===== config.mk =====
export PLATFORM = sky130hd
export DESIGN_NAME = memory_inhibit_3
export DESIGN_NICKNAME = d
export VERILOG_FILES = /design/src/rtl/memory_inhibit_3.sv
export SDC_FILE = /design/constraint.sdc
export NUM_CORES = 1
export LEC_CHECK = 0
export CORE_ASPECT_RATIO = 1.5
export CORE_MARGIN = 2
export CORE_UTILIZATION = 50
export DETAILED_ROUTE_END_ITERATION = 16
export GPL_TIMING_DRIVEN = 0
export HOLD_SLACK_MARGIN = 0.02
export PLACE_DENSITY = 0.82
export REMOVE_ABC_BUFFERS = 1
export SYNTH_ARGS = -nofsm -noshare
export SYNTH_HDL_FRONTEND = slang
export SYNTH_SLANG_ARGS = --single-unit

===== constraint.sdc =====
create_clock -name clk -period 2.4 [get_ports clk]
set_input_delay 0.48 -clock clk [delete_from_list [all_inputs] [get_ports clk]]
set_output_delay 0.48 -clock clk [all_outputs]
set_load 0.005 [all_outputs]

===== src/rtl/memory_inhibit_3.sv =====
// memory_inhibit_3: core-memory restore cycle sequencer driving inhibit and write strobes
module memory_inhibit_3 #(
   parameter int INH_CYCLES = 4,
   parameter int REC_CYCLES = 2
) (
   input  logic       clk,
   input  logic       rst_n,
   input  logic       wr_start,
   input  logic [2:0] m_sel,
   input  logic       duplex,
   input  logic       bra6,
   input  logic       bra9,
   input  logic       bra12,
   input  logic       bra14,
   input  logic       brb6,
   input  logic       brb9,
   input  logic       brb12,
   input  logic       brb14,
   output logic [7:0] mih6,
   output logic [7:0] mih9,
   output logic [7:0] mih12,
   output logic [7:0] mih14,
   output logic [7:0] mwr,
   output logic       busy,
   output logic       done,
   output logic       start_err
);
   typedef enum logic [2:0] {IDLE, LEAD, WRITE, TRAIL, RECOVER} state_t;
   localparam logic [3:0] INH_L = 4'(INH_CYCLES - 1);
   localparam logic [3:0] REC_L = 4'(REC_CYCLES - 1);
   state_t state_q, state_d;
   logic [3:0] cnt_q, cnt_d;
   logic [2:0] sel_q, sel_d;
   logic       dup_q, dup_d;
   logic [3:0] ba_q, ba_d, bb_q, bb_d;
   logic [7:0] mih6_q, mih9_q, mih12_q, mih14_q, mwr_q;
   logic [7:0] mih6_d, mih9_d, mih12_d, mih14_d, mwr_d;
   logic       busy_q, done_q, start_err_q;
   logic       act, wr;
   logic [7:0] sel;
   // next state, cycle counter reload and start-time capture of target and buffer bits
   always_comb begin
      state_d = state_q;
      cnt_d   = cnt_q;
      sel_d   = sel_q;
      dup_d   = dup_q;
      ba_d    = ba_q;
      bb_d    = bb_q;
      case (state_q)
         IDLE: if (wr_start) begin
            state_d = LEAD;
            cnt_d   = '0;
            sel_d   = m_sel;
            dup_d   = duplex;
            ba_d    = {bra14, bra12, bra9, bra6};
            bb_d    = {brb14, brb12, brb9, brb6};
         end
         LEAD: begin
            state_d = WRITE;
            cnt_d   = INH_L;
         end
         WRITE: begin
            state_d = cnt_q == '0 ? TRAIL : WRITE;
            cnt_d   = cnt_q == '0 ? '0 : cnt_q - 4'd1;
         end
         TRAIL: begin
            state_d = RECOVER;
            cnt_d   = REC_L;
         end
         RECOVER: begin
            state_d = cnt_q == '0 ? IDLE : RECOVER;
            cnt_d   = cnt_q == '0 ? '0 : cnt_q - 4'd1;
         end
         default: state_d = IDLE;
      endcase
   end
   assign act = state_d inside {LEAD, WRITE, TRAIL};
   assign wr  = state_d == WRITE;
   // even modules take channel A bits, odd modules channel B, in both modes
   for (genvar k = 0; k < 8; k++) begin : g_mod
      assign sel[k]     = dup_d ? (sel_d[2:1] == 2'(k / 2)) : (sel_d == 3'(k));
      assign mih6_d[k]  = act & sel[k] & ~((k % 2 == 1) ? bb_d[0] : ba_d[0]);
      assign mih9_d[k]  = act & sel[k] & ~((k % 2 == 1) ? bb_d[1] : ba_d[1]);
      assign mih12_d[k] = act & sel[k] & ~((k % 2 == 1) ? bb_d[2] : ba_d[2]);
      assign mih14_d[k] = act & sel[k] & ~((k % 2 == 1) ? bb_d[3] : ba_d[3]);
      assign mwr_d[k]   = wr & sel[k];
   end
   // state, latches and output registers; outputs are computed from next state so they align with it
   always_ff @(posedge clk or negedge rst_n) begin
      if (!rst_n) begin
         state_q     <= IDLE;
         cnt_q       <= '0;
         sel_q       <= '0;
         dup_q       <= 1'b0;
         ba_q        <= '0;
         bb_q        <= '0;
         mih6_q      <= '0;
         mih9_q      <= '0;
         mih12_q     <= '0;
         mih14_q     <= '0;
         mwr_q       <= '0;
         busy_q      <= 1'b0;
         done_q      <= 1'b0;
         start_err_q <= 1'b0;
      end else begin
         state_q     <= state_d;
         cnt_q       <= cnt_d;
         sel_q       <= sel_d;
         dup_q       <= dup_d;
         ba_q        <= ba_d;
         bb_q        <= bb_d;
         mih6_q      <= mih6_d;
         mih9_q      <= mih9_d;
         mih12_q     <= mih12_d;
         mih14_q     <= mih14_d;
         mwr_q       <= mwr_d;
         busy_q      <= state_d != IDLE;
         done_q      <= state_q == RECOVER && state_d == IDLE;
         start_err_q <= wr_start && state_q != IDLE;
      end
   end
   assign mih6      = mih6_q;
   assign mih9      = mih9_q;
   assign mih12     = mih12_q;
   assign mih14     = mih14_q;
   assign mwr       = mwr_q;
   assign busy      = busy_q;
   assign done      = done_q;
   assign start_err = start_err_q;
endmodule

==> results.json, run 1 <==
{
  "timing.setup.critical_path_class": "reg -> reg",
  "drive_gt1_frac": 0.0895,
  "clock-sinks": 62,
  "final_core_utilization": 0.666,
  "grt_max_degree": 44,
  "synth_edf_count": 0,
  "worst_clock_skew_ns": 0.00306,
  "timing.final.max_slew_violations": 0,
  "r2r_setup_slack_ns": 0.14,
  "min_path_type": "in -> async",
  "initial_utilization": 0.515,
  "post_synthesis_mean_instance_area_sq_um": 10.4,
  "synth-main-ff-cell": "dfrtp_1",
  "global_route.overflow_total": 0,
  "final_antenna_net_count": 0,
  "cts_inserted_buffers": 9,
  "drc_errors": 0,
  "clkTransAtPathRegs_ns": 0.06,
  "core-area_sq_mm": 0.00545,
  "ios": 58,
  "initialDrtViolationCount": 121,
  "worstSetupEndpointType": "flip-flop",
  "synth-seq-area-share": 0.553,
  "cts_tree": "built",
  "avgViaCountPerCell": 5.79,
  "cts.repair.resized": 0,
  "synth_async_sr_flop_share": 1.00,
  "placement_rows": 33,
  "rsz_0062_raised_after_global_routing": "no",
  "cts.path.max_buffers": 2,
  "totalPowerFinal_uw": 4740,
  "io_buffers": 57,
  "max_slew_margin": 0.435,
  "wl_per_cell_um": 15.8,
  "via_count": 2283,
  "timing.critical_path.fanout_max": 38,
  "num_antenna_cells": 0,
  "grt_pass1_vias": 2196,
  "r2r_cells": 3,
  "postCtsSetupRepairBufs": 0,
  "result_of_the_run": "complete, no violations",
  "critical_path_required_ns": 2.63,
  "regToRegEndpoint": "mwr[1]$_DFF_PN0_",
  "insertion_delay_ns": 0.34,
  "yosys.cell_types.count": 42,
  "dp_hpwl_um": 3940,
  "die_area_sq_mm": 0.00624,
  "tns_ns": 0,
  "die_width_um": 65.2,
  "globalRouteTotalUtil": 0.218,
  "power.leakage_uw": 0.00152,
  "max_cap_viol_count": 0,
  "worst_setup_path_start_kind": "flip-flop",
  "number_of_nets_in_the_finished_design": 336,
  "layout_min_cycle_time_ns": 2.26,
  "htree_num_levels": 3,
  "crit_arrival_ns": 2.50,
  "post_synth_instance_area_sq_mm": 0.00281,
  "worst_pin_slew_ns": 0.848,
  "worstReg2RegStart": "state_q[2]$_DFF_PN0_",
  "finalCritPeriodShare": 0.942,
  "synth.yosys.warnings": 0,
  "report.final.setup_viol": 0,
  "yosys_register_bits": 62,
  "irDropWorstVdd_v": 0.000835,
  "total_power_per_unit_cell_area_mw_per_mm2": 1310,
  "grt_pass1_wl_um": 10300,
  "hold_viol_final": 0,
  "area_grow_syn2layout_pct": 29.3,
  "post_synth_inst_count": 269,
  "chipHeight_um": 95.8,
  "routed_wirelength_um": 6240,
  "maxClockFrequency_mhz": 442,
  "cts_hold_buffers": 0,
  "gp_congestion": 0.731,
  "clock_tree.root_cell": "clkbuf_8",
  "first_drt_pass_iteration_count": 5,
  "grt_antenna_before_repair": 0
}
## placed cells by master, fill, tap and decap left out, drive strengths merged, types with 2 or more instances in the layout
| cell type | synthesis | layout |
|---|---|---|
| clkbuf | 13 | 14 |
| or4b | 6 | 6 |
| ha | 2 | 2 |
| nand4 | 13 | 13 |
| dfrtp | 62 | 62 |
| o21bai | 4 | 4 |
| a211oi | 9 | 9 |
| buf | 7 | 3 |
| nand4b | 6 | 6 |
| nor4b | 2 | 2 |
| nor2 | 7 | 7 |
| nand2b | 5 | 5 |
| nand2 | 28 | 28 |
| or3 | 23 | 23 |
| nor3b | 3 | 3 |
| nor2b | 4 | 4 |
| a221o | 3 | 3 |
| o22ai | 2 | 2 |
| inv | 10 | 10 |
| a21oi | 36 | 36 |
| or3b | 3 | 3 |
| clkdlybuf4s50 | 0 | 56 |
| o21ai | 9 | 9 |
## power by group
| group | total [uW] | switching, uW | internal [uW] | leakage, uW |
|---|---|---|---|---|
| logic | 1970 | 996 | 972 | 0.000590 |
| registers | 1790 | 354 | 1440 | 0.000823 |
| clock network | 978 | 384 | 593 | 0.000109 |
## flip-flops by register name, summed over array words and instances (netlist names)
signal     flops
mih6           8
dup_q          1
mih14          8
mih12          8
sel_q          3
bb_q           4
cnt_q          4
mih9           8
done           1
state_q        3
busy           1
start_err      1
ba_q           4
mwr            8
## cell families after synthesis
family,count (synthesis),share of synthesized area
and+or+nand+nor,105,0.226
AOI/OAI and AO/OA,69,0.159
DFF,62,0.553
buffers and inverters,30,0.0504
adders and majority gates,2,0.00892
xor gates and xnor gates,1,0.00312
## per-layer routing
metal  global-route usage  wire, um
met4                0.111        99
met5                    0         0
met3               0.0503       324
met1                0.253      2410
met2                0.374      3400
## worst max path at each step
stage | to | start | depth (start not counted)
global route | mwr[1]$_DFF_PN0_ | state_q[2]$_DFF_PN0_ | 3
finish | mwr[1]$_DFF_PN0_ | state_q[2]$_DFF_PN0_ | 3
floorplan | mwr[3]$_DFF_PN0_ | state_q[2]$_DFF_PN0_ | 3
global placement | mwr[6]$_DFF_PN0_ | wr_start | 4
CTS | mih6[0]$_DFF_PN0_ | wr_start | 4
detailed placement | mih6[0]$_DFF_PN0_ | wr_start | 4
## area by class of cell
type,instances,area [sq um]
inverters,10,37.5
multi-input cells,177,1130
clock inverters,2,37.5
clock buffers,14,183
well taps,70,87.6
repair buffers,59,601
fillers,425,1820
flip-flops and latches,62,1550
## Yosys cell counts, types with 2 or more instances
master     n  area, sq um
a211oi_1   5         37.5
a211oi_2   4         50.1
a21oi_1   35          175
a221o_1    3         30.0
buf_2      2         10.0
buf_6      3         33.8
clkbuf_1  13         48.8
dfrtp_1   62         1550
ha_1       2         25.0
inv_1     10         37.5
nand2_1   28          105
nand2b_1   5         31.3
nand4_1   13         81.3
nand4b_1   6         52.6
nor2_1     7         26.3
nor2b_1    4         25.0
nor3b_1    3         22.5
o21ai_0    8         40.0
o21bai_1   4         30.0
o22ai_1    2         12.5
or3_1     23          144
or3b_2     3         26.3
or4b_1     5         50.1
## critical path: stages, from the launching register on
cell	delay [ns]
dfrtp_1	0.69
or4b_4	0.82
or3_1	0.42
a211oi_2	0.23
## stage by stage
stage	hold WS [ns]	cell area [sq um]	setup slack, ns	instances
final	0.112	3630	0.140	394
after detailed placement	0.478	3400	-0.277	378
after floorplan	0.184	2700	-0.0918	249
after CTS	0.105	3620	0.0685	394
after global placement	0.471	3360	-1.19	376
after global routing	0.134	3630	0.0180	394
Note: power is estimated with default switching activity, not from simulation.
==> inputs of run 2 (changes only) <==
--- a/config.mk
+++ b/config.mk
@@ -13,6 +13,7 @@
 export HOLD_SLACK_MARGIN = 0.02
 export PLACE_DENSITY = 0.82
 export REMOVE_ABC_BUFFERS = 1
+export SKIP_CTS_REPAIR_TIMING = 1
 export SYNTH_ARGS = -nofsm -noshare
 export SYNTH_HDL_FRONTEND = slang
 export SYNTH_SLANG_ARGS = --single-unit
==> results of run 2 <==
Same layout as run 1: the final DEF is identical, and so are final timing and power.
==> inputs of run 3 (changes only) <==
--- a/config.mk
+++ b/config.mk
@@ -6,12 +6,13 @@
 export NUM_CORES = 1
 export LEC_CHECK = 0
 export CORE_ASPECT_RATIO = 1.5
-export CORE_MARGIN = 2
+export CORE_MARGIN = 10
 export CORE_UTILIZATION = 50
 export DETAILED_ROUTE_END_ITERATION = 16
 export GPL_TIMING_DRIVEN = 0
 export HOLD_SLACK_MARGIN = 0.02
 export PLACE_DENSITY = 0.82
+export RECOVER_POWER = 100
 export REMOVE_ABC_BUFFERS = 1
 export SKIP_CTS_REPAIR_TIMING = 1
 export SYNTH_ARGS = -nofsm -noshare
==> results.json, run 3 (synthesis gave the netlist of run 1 again) <==
{
  "result_of_the_run": "complete, but fails checks",
  "failed_checks": "max-capacitance violations, max-slew violations",
  "worstSetupEndpointType": "flip-flop",
  "wl_per_cell_um": 16.9,
  "min_path_type": "reg -> reg",
  "dpl_worst_slack_ns": -0.221,
  "layoutNonFillerInstCount": 394,
  "top_signal_layer_used": "met4",
  "mostFrequentLayoutCells": "62 x dfrtp_1, 43 x dlygate4sd3_1, 35 x a21oi_1",
  "worst_setup_path_start_kind": "flip-flop",
  "placement_rows": 33,
  "core-area_sq_mm": 0.00545,
  "area_grow_syn2layout_pct": 27.9,
  "crit_path_top_delay_cell": "or4b_4",
  "num_antenna_cells": 0,
  "report.final.setup_viol": 0,
  "max_cap_viol_count": 1,
  "global_route.overflow_total": 0,
  "number_of_nets_in_the_finished_design": 336,
  "total_power_per_unit_cell_area_mw_per_mm2": 1270,
  "clock-sinks": 62,
  "initialDrtViolationCount": 216,
  "io_buffers": 57,
  "rsz_0062_raised_after_global_routing": "no",
  "layout_min_cycle_time_ns": 2.32,
  "ios": 58,
  "gp_congestion": 0.794,
  "worst_pin_slew_ns": 1.63,
  "grt_pass1_vias": 2222,
  "cts_inserted_buffers": 9,
  "dp.cells": 378,
  "wl_met3_um": 444,
  "final_antenna_net_count": 0,
  "clkTransAtPathRegs_ns": 0.07,
  "initial_utilization": 0.515,
  "final.setup.worst_slack_ns": 0.0779,
  "first_drt_pass_iteration_count": 5,
  "timing.critical_path.fanout_max": 38,
  "power.leakage_uw": 0.00164,
  "cts.path.max_buffers": 2,
  "critical_path_required_ns": 2.62,
  "dp_hpwl_um": 4430,
  "insertion_delay_ns": 0.34,
  "timing.final.max_slew_violations": 28,
  "met1Wirelength_um": 2510,
  "grt_pass1_wl_um": 10900,
  "final_common_cell": "dfrtp_1",
  "worst_clock_skew_ns": 0.00773,
  "finalCritPeriodShare": 0.968,
  "tns_ns": 0,
  "crit_arrival_ns": 2.55,
  "max_slew_margin": -0.0895,
  "register_area_sq_mm": 0.00155,
  "internal_power_uw": 2810,
  "via_count": 2261,
  "totalPowerFinal_uw": 4570,
  "seqPwrFrac": 0.389,
  "avgViaCountPerCell": 5.74,
  "p_switching_uw": 1750,
  "number_of_fill_cells": 444,
  "clock_tree.root_cell": "clkbuf_8",
  "clkPwrFrac": 0.200,
  "slowest_delay_ns": 0.85,
  "path_cells": "or4b_4 -> or3_1 -> a211oi_1",
  "cts_tree": "built",
  "die_width_um": 81.2,
  "irDropWorstVdd_v": 0.000706,
  "routed-wl-met2_um": 3580,
  "routed_wirelength_um": 6650,
  "timing.setup.critical_path_class": "reg -> reg",
  "htree_num_levels": 3,
  "chipHeight_um": 112,
  "globalRouteTotalUtil": 0.152,
  "die_area_sq_mm": 0.00907,
  "switching_share": 0.384,
  "hold_viol_final": 0,
  "maxClockFrequency_mhz": 431,
  "total_area_of_multi_input_combinational_cells_sq_mm": 0.00112,
  "grt_max_degree": 39,
  "drc_errors": 0,
  "grt_antenna_before_repair": 0,
  "power_frac_comb": 0.411,
  "drive_gt1_frac": 0.0802
}
==> run 3: cell types whose count changed in the layout (fill, tap and decap cells not counted), sizes merged <==
cell,before,now
buf,3,2
clkbuf,14,11
clkdlybuf4s50,56,13
clkinv,0,4
dlygate4sd3,0,43
==> run 3: final timing paths <==
check	startpoint	to	slack, ns	depth (start not counted)
worst max-delay path	state_q[2]$_DFF_PN0_	mwr[3]$_DFF_PN0_	0.08	3
worst min-delay path	bb_q[2]$_DFF_PN0_	bb_q[2]$_DFF_PN0_	0.49	2
worst max register to register	state_q[2]$_DFF_PN0_	mwr[3]$_DFF_PN0_	0.08	3
worst min register to register	bb_q[2]$_DFF_PN0_	bb_q[2]$_DFF_PN0_	0.49	2
max in group asynchronous	rst_n	bb_q[1]$_DFF_PN0_	0.91	1
min in group asynchronous	rst_n	cnt_q[1]$_DFFE_PN0P_	0.55	1
==> run 3: critical path, delay by kind of cell (launching register included) <==
kind            cells  cell delay (ns)
flops               1             0.66
compound gates      1             0.28
simple gates        2             1.25
==> run 3: power groups by stage <==
stage | Clock, uW | Sequential, uW | Combinational (uW)
after CTS | 916 | 1790 | 1990
after global routing | 970 | 1830 | 2080
final | 913 | 1780 | 1880
after floorplan | 0 | 1760 | 1040
after global placement | 0 | 1780 | 1870
after detailed placement | 0 | 1810 | 1970
==> run 3: routing by layer <==
metal	vias to the layer above	GRT usage
met5	-	0
met4	0	0.0660
met2	69	0.264
met1	1106	0.169
met3	11	0.0370
li1	1075	-
==> run 3: layout make-up <==
type / count / share of cell area
tap: 70 / 0.0244
clock inverter: 6 / 0.0171
sequential: 62 / 0.432
inverter: 10 / 0.0105
multi-input combinational: 177 / 0.311
timing repair buffer: 59 / 0.166
clock buffer: 10 / 0.0384
==> run 3: metrics by stage <==
step / util / instance area, sq um / hold WS [ns]
after floorplan: - / 2700 / 0.184
after global placement: 0.617 / 3360 / 0.469
after detailed placement: 0.623 / 3400 / 0.472
after CTS: 0.660 / 3590 / 0.191
after global routing: 0.658 / 3590 / 0.529
final: 0.658 / 3590 / 0.493
==> RTL edit 1: new RTL, config.mk and constraints of run 3 <==
Add an input register stage for `bra6`; this delays it by one clock. The other inputs are not delayed to match.
--- a/src/rtl/memory_inhibit_3.sv
+++ b/src/rtl/memory_inhibit_3.sv
@@ -28,6 +28,13 @@
    typedef enum logic [2:0] {IDLE, LEAD, WRITE, TRAIL, RECOVER} state_t;
    localparam logic [3:0] INH_L = 4'(INH_CYCLES - 1);
    localparam logic [3:0] REC_L = 4'(REC_CYCLES - 1);
+
+   logic bra6_q;
+
+   always_ff @(posedge clk) begin
+      bra6_q <= bra6;
+   end
+
    state_t state_q, state_d;
    logic [3:0] cnt_q, cnt_d;
    logic [2:0] sel_q, sel_d;
@@ -52,7 +59,7 @@
             cnt_d   = '0;
             sel_d   = m_sel;
             dup_d   = duplex;
-            ba_d    = {bra14, bra12, bra9, bra6};
+            ba_d    = {bra14, bra12, bra9, bra6_q};
             bb_d    = {brb14, brb12, brb9, brb6};
          end
          LEAD: begin
Formal check against the unedited RTL: not equivalent (Yosys sat finds a counterexample within 4 cycles, from zero or initial values and one cycle with rst_n low).
==> RTL edit 1 against run 3 <==
The flow still finishes with violations (max-capacitance violations, max-slew violations). Wire length rose by 4.5%. Power rose by 1.6%. Area after synthesis rose by 0.71%. Worst setup slack improved by 0.058 ns. Final area rose by 1.1%. Sequential share of layout area rose by 0.11 points. Fmax rose by 2.6%. Sequential cell count rose by 1. Critical endpoint unchanged. Highest routed layer unchanged.
==> RTL edit 1: results (changes against run 3) <==
- Status: finished with violations (unchanged)
- Failing checks: max-capacitance violations, max-slew violations (unchanged)
- Unique cell type count in the Yosys netlist: 43 (was 42)
- Total number of vias: 2,310 (was 2,261)
- Worst-Margin Slew: 1.68 ns (was 1.63 ns)
- Avg WL per Cell: 17.6 um (was 16.9 um)
- Flops & latches, synth: 63 (was 62)
- VDD IR max: 0.862 mV (was 0.706 mV)
- Reg2reg setup slack: 0.17 ns (was 0.08 ns)
- Max_cap viols: 1 (unchanged)
- Crit Reg-Reg Startpoint: state_q[0] (was state_q[2])
- CP arrival: 2.51 ns (was 2.55 ns)
- FFs w/ async S/R, synth: 98.4% (was 100%)
- First-iteration detailed-routing DRC count: 211 (was 216)
- Worst Hold End: bb_q[0] (was bb_q[2])
- Clk_skew: 0.00929 ns (was 0.00773 ns)
- Detailed Place HPWL: 4540 um (was 4430 um)
- Final max-slew violation count: 33 (was 28)
- Register area share after synthesis: 55.6% (was 55.3%)
- Seq. cell area: 0.00157 sq mm (was 0.00155 sq mm)
- Max stage delay on crit path: 0.71 ns (was 0.85 ns)
- Crit path from: wr_start (was state_q[2])
- Hold_sp: bb_q[0] (was bb_q[2])
- Data buffer area share: 16.4% (was 16.6%)
- Clock buffer count: 12 (was 10)
- Met3 WL post-DR: 494 um (was 444 um)
- Final net count: 338 (was 336)
- Detail Route met2 WL: 3780 um (was 3580 um)
- Multi-Input Combinational: 178 (was 177)
- Multi-input combinational cell area: 0.00114 sq mm (was 0.00112 sq mm)
- M2 GR Usage: 26.6% (was 26.4%)
- Share of cells above drive strength 1: 8.31% (was 8.02%)
- Gpl congestion: 0.763 (was 0.794)
- Static leakage: 1.65 nW (was 1.64 nW)
- GRT Total Usage: 15.4% (was 15.2%)
- Clock network share of area: 5.45% (was 5.54%)
## RTL edit 1: power by group
| part | leakage, nW | internal (mW) | switching, mW |
|---|---|---|---|
| Combinational | 0.718 | 0.879 | 1.03 |
| Sequential | 0.830 | 1.46 | 0.360 |
| Clock | 0.0985 | 0.529 | 0.388 |
## RTL edit 1: cells by family after synthesis
| group | after synthesis | share of synthesized area (%) |
|---|---|---|
| compound gates | 69 | 15.8 |
| xor+xnor | 1 | 0.310 |
| fa+ha+maj | 2 | 0.885 |
| buf+inv | 30 | 5.00 |
| flops | 63 | 55.6 |
| simple gates | 105 | 22.4 |
## RTL edit 1: stage by stage
stage	setup slack (ns)	hold WS (ns)	TNS, ns	instance area [sq um]	std cells
detailed placement	-0.259	0.476	-5.95	3420	379
global route	0.0760	0.514	0	3630	395
floorplan	-0.0918	0.184	-2.06	2720	250
finish	0.136	0.500	0	3630	395
global placement	-1.15	0.469	-113.16	3380	377
CTS	0.0447	0.195	0	3610	394
==> RTL edit 2: new RTL, config.mk and constraints of run 3 <==
Made on the original files. Put one more register stage on the output `mwr`, cleared by the reset. The value now appears one clock later. The other outputs are not delayed to match.
--- a/src/rtl/memory_inhibit_3.sv
+++ b/src/rtl/memory_inhibit_3.sv
@@ -123,7 +123,13 @@
    assign mih9      = mih9_q;
    assign mih12     = mih12_q;
    assign mih14     = mih14_q;
-   assign mwr       = mwr_q;
+   always_ff @(posedge clk or negedge rst_n) begin
+      if (!rst_n) begin
+         mwr <= '0;
+      end else begin
+         mwr <= mwr_q;
+      end
+   end
    assign busy      = busy_q;
    assign done      = done_q;
    assign start_err = start_err_q;
Check against the original RTL: not equivalent (a bounded check fails within 4 cycles, from zero or initial values and one cycle with rst_n low).
==> RTL edit 2 against run 3 <==
The flow still finishes with violations (max-capacitance violations, max-slew violations). Power grew 3.4%. Area after synthesis grew 6.9%. Final area grew 5.6%. Wire length grew 5.6%. Non-clock buffer count grew 1. Worst setup slack gained 0.011 ns. Fmax grew 0.49%. Count of clock-buffer cells in the layout grew 1. Clock skew is essentially flat. Critical path depth is the same. Largest power group is now sequential cells. Sequential cell count grew 8. Die area grew 5.4%.
==> RTL edit 2: results (changes against run 3) <==
- DP Area: 0.00360 sq mm (was 0.00340 sq mm)
- DRT Pass-1 Iters: 4 (was 5)
- Final max-slew violation count: 71 (was 28)
- Vias in the first global route: 2,397 (was 2,222)
- Vias per std cell: 5.82 (was 5.74)
- Unique cell type count in the Yosys netlist: 46 (was 42)
- Max_cap viols: 1 (unchanged)
- Place WS: -0.258 ns (was -0.221 ns)
- First-pass GRT wire length: 11,400 um (was 10,900 um)
- Status: finished with violations (unchanged)
- Synth top cells by count: dfrtp_1 (70), a21oi_1 (36), nand2_1 (36) (was dfrtp_1 (62), a21oi_1 (35), nand2_1 (28))
- Clk_skew: 0.00819 ns (was 0.00773 ns)
- Met3 WL post-DR: 396 um (was 444 um)
- Max-slew headroom: -11.8% (was -8.95%)
- CP arrival: 2.56 ns (was 2.55 ns)
- Cell Area, Synth: 0.00300 sq mm (was 0.00281 sq mm)
- GRT Total Usage: 14.4% (was 15.2%)
- Top cells by area in the synthesized netlist: dfrtp_1 (58%), a21oi_1 (6.0%), nand2_1 (4.5%) (was dfrtp_1 (55%), a21oi_1 (6.2%), or3_1 (5.1%))
- Gpl congestion: 0.813 (was 0.794)
- Failing checks: max-capacitance violations, max-slew violations (unchanged)
- Share of cells above drive strength 1: 9.67% (was 8.02%)
- WHS Path Cells: 0 (was 2)
- Placed Cells: 388 (was 378)
- Detailed Place HPWL: 4840 um (was 4430 um)
- Pwr Total: 4.72 mW (was 4.57 mW)
RTL edit 2: cell count changes after synthesis, moves of 4 or more:
cell / delta
a211oi_1: +5
dfrtp_1: +8
inv_1: -7
nand2_1: +8
nand4_1: -11
nand4b_1: +6
nor2_1: -4
or4_1: +4
or4b_1: -5
or4b_2: +5
RTL edit 2: layout make-up:
type | instances | area share, %
clock inverters | 4 | 1.25
well taps | 72 | 2.38
flip-flops and latches | 70 | 46.2
inverters | 3 | 0.297
multi-input cells | 183 | 30.7
clock buffers | 11 | 3.73
repair buffers | 60 | 15.4
RTL edit 2: path summary, 6_finish.rpt:
check | endpoint | slack (ns) | start
setup / recovery | mih6[4] | 0.09 | state_q[2]
hold / removal | mwr[6] | 0.34 | mwr_q[6]
setup reg to reg | mih6[4] | 0.09 | state_q[2]
hold reg to reg | mwr[6] | 0.34 | mwr_q[6]
max in group asynchronous | state_q[0] | 0.82 | rst_n
min in group asynchronous | mih14[5] | 0.54 | rst_n
RTL edit 2: critical path: stages (launching register included):
cell	delay (ns)
dfrtp_1	0.69
or4b_4	0.81
or4_1	0.55
a21oi_1	0.16
RTL edit 2: through the flow:
stage | TNS, ns | hold slack [ns]
floorplan | -64.01 | 0.184
global placement | -249.41 | 0.333
detailed placement | -6.33 | 0.335
CTS | 0 | 0.275
global route | 0 | 0.349
finish | 0 | 0.345
RTL edit 2: logic make-up (layout without fill, tap and decap cells):
group | after synthesis | after routing | synth area share [%]
mux | 2 | 2 | 0.709
simple gates | 111 | 111 | 22.5
xor+xnor | 1 | 1 | 0.292
compound gates | 68 | 68 | 14.1
flops | 70 | 70 | 58.4
fa+ha+maj | 1 | 1 | 0.417
buf+inv | 23 | 78 | 3.55
RTL edit 2: power breakdown:
group          internal, mW  switching [mW]  total [mW]
combinational         0.872           0.985        1.86
sequential             1.60           0.363        1.96
clock                 0.499           0.410       0.909
total                  2.97            1.76        4.72
RTL edit 2: metal layers:
layer / up-vias / global-route usage (%)
li1: 1105 / -
met1: 1165 / 14.6
met2: 66 / 26.8
met3: 8 / 4.46
met4: 0 / 6.04
met5: - / 0
